`src/rtl/bcd_result_converter.sv`:
```
// bcd_result_converter
// Converts a 16-bit multiplier product into sign plus five BCD digits.
// The conversion uses a sequential double-dabble. Each conversion takes a
// fixed 16 cycles from the start sample to the DONE pulse.
// Optional feature: define BCD_SEVSEG_EN to add the registered 42-bit seg
// output. It holds six active-low gfedcba codes: digits 0-4 show bcd, and
// digit 5 shows the minus sign.

module bcd_result_converter #(
    parameter bit SIGNED_IN = 1'b1
) (
    input  logic        CLK,
    input  logic        RESET,
    input  logic        start,
    input  logic [15:0] value,
    output logic        busy,
    output logic        DONE,
    output logic        sign,
    output logic [19:0] bcd
`ifdef BCD_SEVSEG_EN
    ,
    output logic [41:0] seg
`endif
);

    typedef enum logic [1:0] {
        IDLE = 2'd0,
        CONV = 2'd1,
        FIN  = 2'd2
    } state_t;

    state_t      state_q;
    logic [19:0] work_q;
    logic [15:0] mag_q;
    logic [3:0]  cnt_q;
    logic        negPend_q;
    logic        busy_q;
    logic        done_q;
    logic        sign_q;
    logic [19:0] bcd_q;

    logic        capSign_d;
    logic [15:0] capMag_d;
    logic [19:0] adjWork;
    logic [19:0] stepWork_d;
    logic [15:0] stepMag_d;
    logic        lastStep;
    logic        capture;

    // Sign and magnitude of the incoming product; -32768 maps cleanly to 0x8000
    always_comb begin
        capSign_d = 1'b0;
        capMag_d  = value;
        if (SIGNED_IN && value[15]) begin
            capSign_d = 1'b1;
            capMag_d  = (~value) + 16'd1;
        end
    end

    // One double-dabble step: correct digits >= 5, then shift the magnitude MSB in
    always_comb begin
        adjWork = work_q;
        for (int i = 0; i < 5; i++) begin
            if (work_q[4*i +: 4] >= 4'd5) begin
                adjWork[4*i +: 4] = work_q[4*i +: 4] + 4'd3;
            end
        end
        stepWork_d = {adjWork[18:0], mag_q[15]};
        stepMag_d  = {mag_q[14:0], 1'b0};
    end

    // A new capture is accepted from IDLE or FIN only; start in CONV is ignored
    always_comb begin
        lastStep = (state_q == CONV) && (cnt_q == 4'd15);
        capture  = start && ((state_q == IDLE) || (state_q == FIN));
    end

    // Main controller: state, datapath registers and registered Moore outputs
    always_ff @(posedge CLK or negedge RESET) begin
        if (!RESET) begin
            state_q   <= IDLE;
            work_q    <= 20'd0;
            mag_q     <= 16'd0;
            cnt_q     <= 4'd0;
            negPend_q <= 1'b0;
            busy_q    <= 1'b0;
            done_q    <= 1'b0;
            sign_q    <= 1'b0;
            bcd_q     <= 20'd0;
        end else begin
            case (state_q)
                IDLE, FIN: begin
                    if (capture) begin
                        work_q    <= 20'd0;
                        mag_q     <= capMag_d;
                        cnt_q     <= 4'd0;
                        negPend_q <= capSign_d;
                        state_q   <= CONV;
                        busy_q    <= 1'b1;
                        done_q    <= 1'b0;
                    end else begin
                        state_q   <= IDLE;
                        busy_q    <= 1'b0;
                        done_q    <= 1'b0;
                    end
                end
                CONV: begin
                    work_q <= stepWork_d;
                    mag_q  <= stepMag_d;
                    cnt_q  <= cnt_q + 4'd1;
                    if (lastStep) begin
                        bcd_q   <= stepWork_d;
                        sign_q  <= negPend_q;
                        state_q <= FIN;
                        busy_q  <= 1'b0;
                        done_q  <= 1'b1;
                    end
                end
                default: begin
                    state_q <= IDLE;
                    busy_q  <= 1'b0;
                    done_q  <= 1'b0;
                end
            endcase
        end
    end

    assign busy = busy_q;
    assign DONE = done_q;
    assign sign = sign_q;
    assign bcd  = bcd_q;

`ifdef BCD_SEVSEG_EN
    logic [41:0] seg_q;
    logic [41:0] seg_d;

    function automatic logic [6:0] segDecode(input logic [3:0] digit);
        logic [6:0] code;
        case (digit)
            4'd0:    code = 7'b1000000;
            4'd1:    code = 7'b1111001;
            4'd2:    code = 7'b0100100;
            4'd3:    code = 7'b0110000;
            4'd4:    code = 7'b0011001;
            4'd5:    code = 7'b0010010;
            4'd6:    code = 7'b0000010;
            4'd7:    code = 7'b1111000;
            4'd8:    code = 7'b0000000;
            4'd9:    code = 7'b0010000;
            default: code = 7'b1111111;
        endcase
        return code;
    endfunction

    // Display codes built from the result being loaded into bcd this cycle
    always_comb begin
        seg_d = 42'h3FF_FFFF_FFFF;
        for (int i = 0; i < 5; i++) begin
            seg_d[7*i +: 7] = segDecode(stepWork_d[4*i +: 4]);
        end
        seg_d[41:35] = negPend_q ? 7'b0111111 : 7'b1111111;
    end

    // Display register follows bcd exactly, blank while in reset
    always_ff @(posedge CLK or negedge RESET) begin
        if (!RESET) begin
            seg_q <= 42'h3FF_FFFF_FFFF;
        end else if (lastStep) begin
            seg_q <= seg_d;
        end
    end

    assign seg = seg_q;
`endif

endmodule

```
`config.mk`:
```
export PLATFORM = sky130hd
export DESIGN_NAME = bcd_result_converter
export DESIGN_NICKNAME = d
export VERILOG_FILES = /design/src/rtl/bcd_result_converter.sv
export SDC_FILE = /design/constraint.sdc
export NUM_CORES = 1
export LEC_CHECK = 0
export BUFFER_PORTS_ARGS = -buffer_cell sky130_fd_sc_hd__buf_4
export CORE_MARGIN = 2
export CORE_UTILIZATION = 62
export DETAILED_ROUTE_END_ITERATION = 10
export PLACE_DENSITY_LB_ADDON = 0.25
export SLEW_MARGIN = 20
export SYNTH_ARGS = -nofsm -noshare
export SYNTH_HDL_FRONTEND = slang
export SYNTH_SLANG_ARGS = --single-unit
```
`constraint.sdc`:
```
create_clock -name CLK -period 4.5 [get_ports CLK]
set_input_delay 0.225 -clock CLK [delete_from_list [all_inputs] [get_ports CLK]]
set_output_delay 0.225 -clock CLK [all_outputs]
set_load 0.01 [all_outputs]
```
==> results.md <==
* Status: complete, but fails checks
* Failing checks: negative hold slack
* Met3 Track Usage GR at 0.0529
* I/O pin cnt at 42
* Multi-input gate area in the final layout at 1560 um2
* Crit-path max FO at 27
* Floorplan core area at 5140 um2
* First-pass GRT wire length at about 12000 um
* Power density of the placed cells at 696 nW/um2
* Cell breakdown of the critical path: nand2b_1, nor2_2, buf_4, mux2_2
* Critical Path Sink Type: flop
* Antenna-violating nets left at 0
* Average via count per standard cell at 5.94
* Mapped cell area at 3310 um2
* Critical Path RT at roughly 4.7 ns
* GR Layer Usage met1 at 0.319
* GRT busiest layer: met2
* Row count at 26
* Clock skew at 0.00515 ns
* Worst-path clk slew at 0.07 ns
* Die height at 77.1 um
* Top post-synthesis cells by area: dfrtp_1 (49%), ha_1 (4.5%), a21oi_1 (4.1%)
* Vias in the first global route at 2576
* Grt ovf at 0
* Post-DP HPWL at about 4500 um
* Inserted Clock Buffers at 9
* Hold_buf cts at 0
* Total GRT Usage at 0.247
* Largest net degree at the start of global routing at 66
* Area Growth Syn to Fin at 16.0%
* Hold slack at -0.0245 ns
* CP max-delay cell: dfrtp_1
* Rel. slew slack at 0.462
* Register area at 1630 um2
* CTS Buffer Depth at 2
* # setup viols final at 0
* Die area at 5940 um2
* Slew Viols, Final at 0
* Vias at ~2600
* Post-synth top area cell: dfrtp_1
* H-tree depth at 3
* DR WL/cell at roughly 16 um
* WP buf/inv at 1
* TritonCTS Sinks at 65
* Final Wtd Congestion at 0.828
* Die width at 77.1 um
* HP Class: in -> async
* R2r setup slk at 2.50 ns
* Final WL at a little under 7000 um
* Syn nets at 360
* Post-CTS sizing at 0
* Most frequent cells in the layout: dfrtp_1 (65), buf_4 (44), a21oi_1 (27), o21ai_0 (26), nand2_1 (25)
* Drt first-iter violations at 253
* Slew of the pin with the lowest slew margin at 0.807 ns
* R2r startpoint: state_q[1]
* Post-layout min period at 2.00 ns
* CP startpoint kind: flop
* Final Cell Area at 3840 um2
* Worst EP arrival at between 2 and 2.5 ns
* Port bufs at 41
* Synthesized area per cell at ~10 um2
* DRT Pass-1 Iters at 4
* M2 GR Usage at 0.411
* Fmax achieved at between 400 and 500 MHz
* Root buf cell: clkbuf_8
* TritonCTS clock tree: built
* Initial cell density of the core at 0.644
* Final net count at 399
* Cell Area, Placed at 3660 um2
* Max_cap viols at 0
* Synthesis-stage register bit count at 65
* RSZ-0062 raised after global routing: false
* # fillers at 390
* Number of inserted diodes at 0
* Total power at approximately 0.0027 W
* VDD IR-drop max at 0.398 mV
* DRC at 0
* Postcts setup bufs at 0
* Worst R2R End: bcd[9]
* CP peak stage delay at 0.40 ns
* Register area share after synthesis at 0.491
* Leak at 1.75 nW
* Area share of the largest cell type after synthesis at 0.491
* Most common cell after layout, fill and taps aside: dfrtp_1
* Setup CP Type: reg -> reg
* R2R depth at 4
* Distinct cell type count after synthesis at 34
* Fin crit share at 0.445
* Total negative slack at 0 ns
* CP delay by family, top: simple AND/OR/NAND/NOR gates
* Clock latency on the worst-skew pair at around 0.33 ns
* Final hold vios at 15
* Cells after Synth at 329
* Synth warn at 0
* Share of cells above drive strength 1 at 0.202
* Initial antenna violation count at 0
## per-layer routing
metal  part of all wire  routed length, um  up-vias
met5                  0                  0        -
met4              0.011                 73        0
met3              0.046                314       10
met2               0.50               3450       84
met1               0.44               3050     1276
li1                   -                  -     1257
## worst max path at each step
stage / to / from / depth (start not counted) / slack (ns)
CTS: bcd[9] / state_q[1] / 4 / 2.52
finish: bcd[9] / state_q[1] / 4 / 2.50
floorplan: bcd[13] / cnt_q[0] / 5 / 2.96
global route: bcd[13] / state_q[1] / 4 / 2.39
global placement: bcd[18] / state_q[1] / 4 / 2.59
detailed placement: bcd[9] / state_q[1] / 4 / 2.53
## through the flow
step / instances / utilization / hold WS [ns] / setup slack [ns]
after floorplan: 329 / - / -0.0706 / 2.96
after global routing: 442 / 0.747 / 0.0410 / 2.39
after CTS: 442 / 0.747 / 0.00379 / 2.52
after detailed placement: 427 / 0.711 / 0.366 / 2.53
final: 442 / 0.747 / -0.0245 / 2.50
after global placement: 427 / 0.711 / 0.360 / 2.59
## synthesized netlist by cell type (all sizes together)
cell and instances:
inv 13, a21oi 27, xor2 1, o211ai 7, ha 12, nand4b 1, a221o 1, nand3b 1
o21ai 27, nor3b 9, mux2 12, a41oi 1, buf 9, a22o 11, o31ai 1, nand3 10
nand2 25, xnor2 10, nor4 5, nand2b 7, mux2i 12, nor2 25, dfrtp 65, nand4 5
nor3 8, a22oi 14, nor2b 3, clkbuf 7
## power breakdown
group	total (W)	internal [W]	switching [W]	leakage, nW
clock network	0.000449	0.000241	0.000207	0.0915
registers	0.00105	0.000848	0.000205	0.794
logic	0.00117	0.000544	0.000627	0.865
total	0.00267	0.00163	0.00104	1.75
## sequential cells by signal, indices dropped and copies added, names as in the netlist
register   count
work_q        20
bcd           20
sign           1
cnt_q          4
negPend_q      1
state_q        2
busy           1
mag_q         16
## area by class of cell
| type | instances | share of cell area |
|---|---|---|
| Sequential cell | 65 | 0.424 |
| Clock inverter | 2 | 0.00326 |
| Tap cell | 70 | 0.0228 |
| Timing Repair Buffer | 44 | 0.0861 |
| Inverter | 13 | 0.0127 |
| Clock buffer | 13 | 0.0440 |
| Multi-Input combinational cell | 235 | 0.407 |
## kinds of logic (layout without fill, tap and decap cells)
logic type,after synthesis,in the layout,share of synthesized area
DFF,65,65,0.491
and+or+nand+nor,99,99,0.152
AOI/OAI and AO/OA,89,89,0.167
xor gates and xnor gates,11,11,0.0291
buffers and inverters,29,72,0.0378
muxes,24,24,0.0771
adders and majority gates,12,12,0.0454
(Power assumes the default switching activity.)
